File: src/rtl/alu_stream_pkg.sv
// rtl/alu_stream_pkg.sv - shared constants and beat type for the ALU result stream mux/demux
package alu_stream_pkg;

  localparam int DEMUX_FIFO_DEPTH = 2;
  localparam int DROP_CNT_W       = 8;
  localparam int BEAT_DATA_W      = 32;
  localparam int BEAT_SEL_W       = 2;

  typedef struct packed {
    logic [BEAT_DATA_W-1:0] data;
    logic [BEAT_SEL_W-1:0]  sel;
  } alu_beat_t;

endpackage

File: src/rtl/demux_out_fifo.sv
// rtl/demux_out_fifo.sv - 2-entry per-output FIFO with registered head, used by demux_1x4_stream
module demux_out_fifo
  import alu_stream_pkg::*;
#(
  parameter int WIDTH = 32
) (
  input  logic             clk,
  input  logic             rst_n,
  input  logic             push_i,
  input  logic [WIDTH-1:0] push_data_i,
  input  logic             pop_i,
  output logic             full_o,
  output logic             empty_o,
  output logic [WIDTH-1:0] head_o
);

  localparam int CNT_W = $clog2(DEMUX_FIFO_DEPTH + 1);

  logic [CNT_W-1:0] count_q, count_d;
  logic [WIDTH-1:0] head_q, head_d;
  logic [WIDTH-1:0] tail_q, tail_d;
  logic             do_push, do_pop;

  assign full_o  = (count_q == CNT_W'(DEMUX_FIFO_DEPTH));
  assign empty_o = (count_q == '0);
  assign head_o  = head_q;

  assign do_push = push_i && !full_o;
  assign do_pop  = pop_i && !empty_o;

  always_comb begin
    count_d = count_q;
    head_d  = head_q;
    tail_d  = tail_q;
    unique case ({do_push, do_pop})
      2'b10: begin
        count_d = count_q + CNT_W'(1);
        if (empty_o) head_d = push_data_i;
        else         tail_d = push_data_i;
      end
      2'b01: begin
        count_d = count_q - CNT_W'(1);
        head_d  = tail_q;
      end
      // Push is only possible when not full, so a concurrent pop means occupancy 1.
      2'b11: head_d = push_data_i;
      default: ;
    endcase
  end

  always_ff @(posedge clk or negedge rst_n) begin
    if (!rst_n) begin
      count_q <= '0;
      head_q  <= '0;
      tail_q  <= '0;
    end else begin
      count_q <= count_d;
      head_q  <= head_d;
      tail_q  <= tail_d;
    end
  end

endmodule

File: src/rtl/demux_1x4_stream.sv
// rtl/demux_1x4_stream.sv - registered 1-to-N stream demux with per-output FIFOs and drop counter
module demux_1x4_stream
  import alu_stream_pkg::*;
#(
  parameter int WIDTH = 32,
  parameter int N_OUT = 4,
  parameter int SEL_W = 2
) (
  input  logic                   clk,
  input  logic                   rst_n,
  input  logic [WIDTH-1:0]       in_data,
  input  logic [SEL_W-1:0]       in_sel,
  input  logic                   in_valid,
  output logic                   in_ready,
  output logic [N_OUT*WIDTH-1:0] out_data,
  output logic [N_OUT-1:0]       out_valid,
  input  logic [N_OUT-1:0]       out_ready,
  output logic [DROP_CNT_W-1:0]  drop_cnt
);

  logic [N_OUT-1:0]      full, empty, push, pop;
  logic                  sel_legal, sel_has_room, accept;
  logic [DROP_CNT_W-1:0] drop_cnt_q, drop_cnt_d;

  // in_ready looks only at registered FIFO fill, never at out_ready.
  always_comb begin
    sel_legal    = 1'b0;
    sel_has_room = 1'b0;
    for (int k = 0; k < N_OUT; k++) begin
      if (in_sel == SEL_W'(k)) begin
        sel_legal    = 1'b1;
        sel_has_room = !full[k];
      end
    end
  end

  assign in_ready = rst_n && (!sel_legal || sel_has_room);
  assign accept   = in_valid && in_ready;

  for (genvar k = 0; k < N_OUT; k++) begin : g_out
    assign push[k]      = accept && (in_sel == SEL_W'(k));
    assign pop[k]       = out_ready[k] && !empty[k];
    assign out_valid[k] = !empty[k];

    demux_out_fifo #(.WIDTH(WIDTH)) u_fifo (
      .clk        (clk),
      .rst_n      (rst_n),
      .push_i     (push[k]),
      .push_data_i(in_data),
      .pop_i      (pop[k]),
      .full_o     (full[k]),
      .empty_o    (empty[k]),
      .head_o     (out_data[k*WIDTH +: WIDTH])
    );
  end

  always_comb begin
    drop_cnt_d = drop_cnt_q;
    if (accept && !sel_legal && (drop_cnt_q != '1)) drop_cnt_d = drop_cnt_q + DROP_CNT_W'(1);
  end

  always_ff @(posedge clk or negedge rst_n) begin
    if (!rst_n) drop_cnt_q <= '0;
    else        drop_cnt_q <= drop_cnt_d;
  end

  assign drop_cnt = drop_cnt_q;

endmodule
File: config.mk
export PLATFORM = sky130hd
export DESIGN_NAME = demux_1x4_stream
export DESIGN_NICKNAME = d
export VERILOG_FILES = /design/src/rtl/alu_stream_pkg.sv /design/src/rtl/demux_out_fifo.sv /design/src/rtl/demux_1x4_stream.sv
export SDC_FILE = /design/constraint.sdc
export NUM_CORES = 1
export LEC_CHECK = 0
export CAP_MARGIN = 10
export CORE_ASPECT_RATIO = 0.5
export CORE_UTILIZATION = 40
export DETAILED_ROUTE_END_ITERATION = 10
export DONT_BUFFER_PORTS = 1
export GPL_TIMING_DRIVEN = 0
export HOLD_SLACK_MARGIN = 0.1
export PLACE_DENSITY_LB_ADDON = 0.08
export SLEW_MARGIN = 20
export SYNTH_ARGS = -nofsm -noshare
export SYNTH_HDL_FRONTEND = slang
export SYNTH_SLANG_ARGS = --single-unit
File: constraint.sdc
create_clock -name clk -period 3.3 [get_ports clk]
set_clock_uncertainty 0.15 [all_clocks]
set_input_delay 0.33 -clock clk [delete_from_list [all_inputs] [get_ports clk]]
set_output_delay 0.33 -clock clk [all_outputs]
set_load 0.005 [all_outputs]
==> results <==
- The CTS tree is built.
- The share of the synthesized area in the top cell type is 57.2%.
- Across the run, the number of max-cap violations was 0.
- The number of violations reported at the end of detailed-routing iteration 0 is 269.
- Once layout is done, the placed cells without fillers occupy 0.0137 mm².
- The total standard cell area after synthesis is 0.0119 mm².
- The clock period could shrink to 2850 ps.
- The later pin in the worst-skew pair is clocked with a latency of 540 ps.
- Summed over all cells, the static leakage comes to 6.00 nW.
- The width of the die is 246 µm.
- Derived from the worst setup path, the maximum achievable clock frequency is 0.351 GHz.
- The kind of end point of the critical path is a flip-flop.
- The net count of the mapped netlist is 822.
- The number of sinks driven by the clock tree is 272.
- The placement-stage worst setup slack is 432 ps.
- The fill cell instance count of the final layout is 2573.
- For this run the aggregate overflow at the end of global routing stands at 0.
- The global-route usage over all layers is 17.8%.
- The number of cell rows is 44.
- The via count of the first global-routing pass is 6572.
- The total of flip-flops plus latches after synthesis is 272.
- The worst min-delay path class is in -> async.
- For the worst setup path, the data required time is 3570 ps.
- The total power is 12.6 mW.
- The number of gates resized after CTS is 0.
- Setup repair after global routing left no endpoint under its margin.
- The average via count per standard cell is 5.08.
- The pin slew with the least headroom to its limit is 751 ps.
- After synthesis, the cell types taking the most area are sky130_fd_sc_hd__dfrtp_1 57%, sky130_fd_sc_hd__mux2_2 35%, sky130_fd_sc_hd__ha_1 0.95%, sky130_fd_sc_hd__mux2_1 0.95%, sky130_fd_sc_hd__buf_2 0.67%.
- After detailed routing, the average wire length per cell comes to 21.3 µm.
- The post-route netlist has 53.0% of its cells at a drive strength greater than 1.
- STA puts the critical path data arrival time at 3120 ps.
- The final hold violation count is 272.
- Buffers placed on the I/O ports in this run total 0.
- The floorplan step defined a die boundary enclosing 0.0305 mm².
- The hold buffer count at CTS is 37.
- The count of boundary I/O pins is 182.
- The diode insertion count for antenna repair is 0.
- The sequential cell area fraction in the yosys report is 57.2%.
- The worst setup path is launched from a flip-flop.
- The first global-routing pass estimated 41000 µm of wire.
- The effective utilization at floorplan is 40.8%.
- The multi-input logic area is 0.00479 mm².
- The number of synthesis warnings is 0.
- The worst setup path category is reg -> reg.
- After detailed routing, the number of remaining DRC violations is 0.
- The final critical path takes up 86.5% of the cycle.
- Measured against its own limit, the worst slew margin works out to 49.8%.
- The run finished, with violations left.
- Setup total negative slack on the finished layout was measured at 0 ps.
- The net count of the finished layout is 887.
- The half-perimeter wire length after placement is 17400 µm.
- After floorplanning, the core was sized to cover 0.0291 mm².
- The minimum hold slack is -664 ps.
- The initial antenna violation count is 0.
- Dividing the synthesized area by the synthesized cell count gives 15.4 µm².
- The root buffer cell chosen for the clock tree is sky130_fd_sc_hd__clkbuf_16.
- Entering global routing, the biggest net connects 279 pins.
- The final reports fail on negative hold slack.
- Post-CTS timing repair inserted 0 buffers for setup.
- In this run the number of H-tree levels came out at 1.
- The final worst setup slack is 447 ps.
- IR analysis of the VDD net gives a maximum drop of 0.000434 V.
- The area added between synthesis and finish is 14.9%.
- The total iterations of the first detailed-routing run is 4.
- The placed instance area is 0.0124 mm².
- The final number of max-transition violations is 0.
- The number of distinct standard cells referenced by the synthesized netlist is 27.
- The total clock buffers created by CTS is 26.
- The final non-filler cell total is 1248.
- The final number of setup-violating endpoints is 0.
- The footprint of the flip-flops and latches is 0.00681 mm².
- In this run the power density over the cells is 926 mW/mm².
- The count of vias placed by the detailed router is 6345.
- The remaining antenna violation count after routing is 0.
- The cell count after placement is 1163.
- The post-synthesis cell count is 772.
- For this block, the routed nets add up to 26600 µm of wire.
- The die height is 124 µm.
- The clock passes through at most 3 buffers.
- The cell type with the largest total area after synthesis is sky130_fd_sc_hd__dfrtp_1.
- After clock tree synthesis, the clock-pin slew on the worst setup and hold paths is 60 ps.
- The largest fanout of any net on the critical path is 10.
- The congestion estimate from routability-driven global placement came to 0.775.
-- per-stage QoR --
stage               util (%)  hold slack, ps
floorplan                  -            -116
finish                  46.9            -664
detailed placement      42.5            -108
CTS                     46.9            -691
global placement        42.5            -109
global route            46.9            -696
-- power breakdown --
group          internal [mW]  switching [mW]  total (mW)
sequential              4.95            1.11        6.06
clock                   1.86            1.31        3.17
combinational           2.17            1.24        3.41
-- layer usage --
metal / global-route usage [%] / wire [µm] / up-vias
li1: - / - / 2888
met4: 3.84 / 508 / 0
met5: 0 / 0 / -
met2: 28.8 / 12600 / 99
met1: 23.9 / 11900 / 3328
met3: 5.02 / 1540 / 30
-- cell families (layout without fill, tap and decap cells) --
group / after synthesis / count (layout) / share of synthesized area (%)
buffers and inverters: 58 / 143 / 2.47
AO/OA/AOI/OAI: 12 / 12 / 0.926
multiplexers: 384 / 384 / 36.4
adder cells (fa/ha/maj): 9 / 9 / 0.947
XOR/XNOR: 12 / 12 / 0.884
flip-flops: 272 / 272 / 57.2
AND/OR/NAND/NOR: 25 / 25 / 1.16
-- synth_stat cells --
master and n:
sky130_fd_sc_hd__a21o_1 2, sky130_fd_sc_hd__and2_1 1, sky130_fd_sc_hd__buf_1 1, sky130_fd_sc_hd__buf_2 16, sky130_fd_sc_hd__buf_4 9, sky130_fd_sc_hd__buf_6 3
sky130_fd_sc_hd__clkbuf_1 19, sky130_fd_sc_hd__dfrtp_1 272, sky130_fd_sc_hd__ha_1 9, sky130_fd_sc_hd__inv_1 10, sky130_fd_sc_hd__mux2_1 10, sky130_fd_sc_hd__mux2_2 374
sky130_fd_sc_hd__nand2_1 7, sky130_fd_sc_hd__nand2b_1 3, sky130_fd_sc_hd__nand3b_1 2, sky130_fd_sc_hd__nand4_1 1, sky130_fd_sc_hd__nand4b_1 2, sky130_fd_sc_hd__nor2_1 4
sky130_fd_sc_hd__nor3_1 1, sky130_fd_sc_hd__o2111ai_1 2, sky130_fd_sc_hd__o21ai_0 3, sky130_fd_sc_hd__o21ai_2 4, sky130_fd_sc_hd__o41ai_4 1, sky130_fd_sc_hd__or2_2 3
sky130_fd_sc_hd__or2_4 1, sky130_fd_sc_hd__xnor2_1 8, sky130_fd_sc_hd__xor2_1 4
-- cells in the final DEF, fill, tap and decap left out, types with 2 or more instances in the layout --
cell type	count
sky130_fd_sc_hd__nand2b_1	3
sky130_fd_sc_hd__nand2_1	7
sky130_fd_sc_hd__xor2_1	4
sky130_fd_sc_hd__buf_4	9
sky130_fd_sc_hd__clkbuf_1	24
sky130_fd_sc_hd__bufinv_16	2
sky130_fd_sc_hd__clkbuf_8	9
sky130_fd_sc_hd__o21ai_2	4
sky130_fd_sc_hd__nand3b_1	2
sky130_fd_sc_hd__a21o_1	2
sky130_fd_sc_hd__dlygate4sd3_1	37
sky130_fd_sc_hd__dfrtp_1	272
sky130_fd_sc_hd__inv_1	10
sky130_fd_sc_hd__mux2_2	374
sky130_fd_sc_hd__o21ai_0	3
sky130_fd_sc_hd__clkinv_2	4
sky130_fd_sc_hd__mux2_1	10
sky130_fd_sc_hd__xnor2_1	8
sky130_fd_sc_hd__clkbuf_16	27
sky130_fd_sc_hd__or2_2	3
sky130_fd_sc_hd__buf_2	16
sky130_fd_sc_hd__ha_1	9
sky130_fd_sc_hd__buf_6	3
sky130_fd_sc_hd__nor2_1	4
sky130_fd_sc_hd__o2111ai_1	2
sky130_fd_sc_hd__nand4b_1	2
-- state kept, by name, summed over array words and instances, names as in the netlist --
register / flops
drop_cnt: 8
g_out.u_fifo.count_q: 8
g_out.u_fifo.head_o: 128
g_out.u_fifo.tail_q: 128
-- area by class of cell --
class                      count  share of cell area [%]
buffer                        48                    1.88
tap                          391                    3.58
sequential                   272                    49.8
inverter                      10                   0.275
timing repair buffer          37                    2.71
clock inverter                 7                   0.650
multi-input combinational    442                    35.1
clock buffer                  41                    5.99
-- final timing paths --
kind,slack [ps],cells past startpoint,from,end
max,450,7,g_out[0].u_fifo.count_q[0],g_out[0].u_fifo.head_o[6]
min,-660,0,rst_n,g_out[2].u_fifo.tail_q[3]
max reg2reg,450,7,g_out[0].u_fifo.count_q[0],g_out[0].u_fifo.head_o[6]
min reg2reg,330,1,drop_cnt[4],drop_cnt[4]
max in group asynchronous,3030,0,rst_n,g_out[2].u_fifo.tail_q[22]
min in group clk,130,3,in_sel[1],g_out[3].u_fifo.head_o[0]
-- critical path, stage by stage (launching register included) --
cell and delay, ps:
sky130_fd_sc_hd__dfrtp_1 440, sky130_fd_sc_hd__nand2b_1 200, sky130_fd_sc_hd__nand2_1 80, sky130_fd_sc_hd__ha_1 130, sky130_fd_sc_hd__clkbuf_1 390, sky130_fd_sc_hd__clkbuf_1 620
sky130_fd_sc_hd__mux2_2 410, sky130_fd_sc_hd__mux2_1 290
Note: power is estimated with default switching activity, not from simulation.
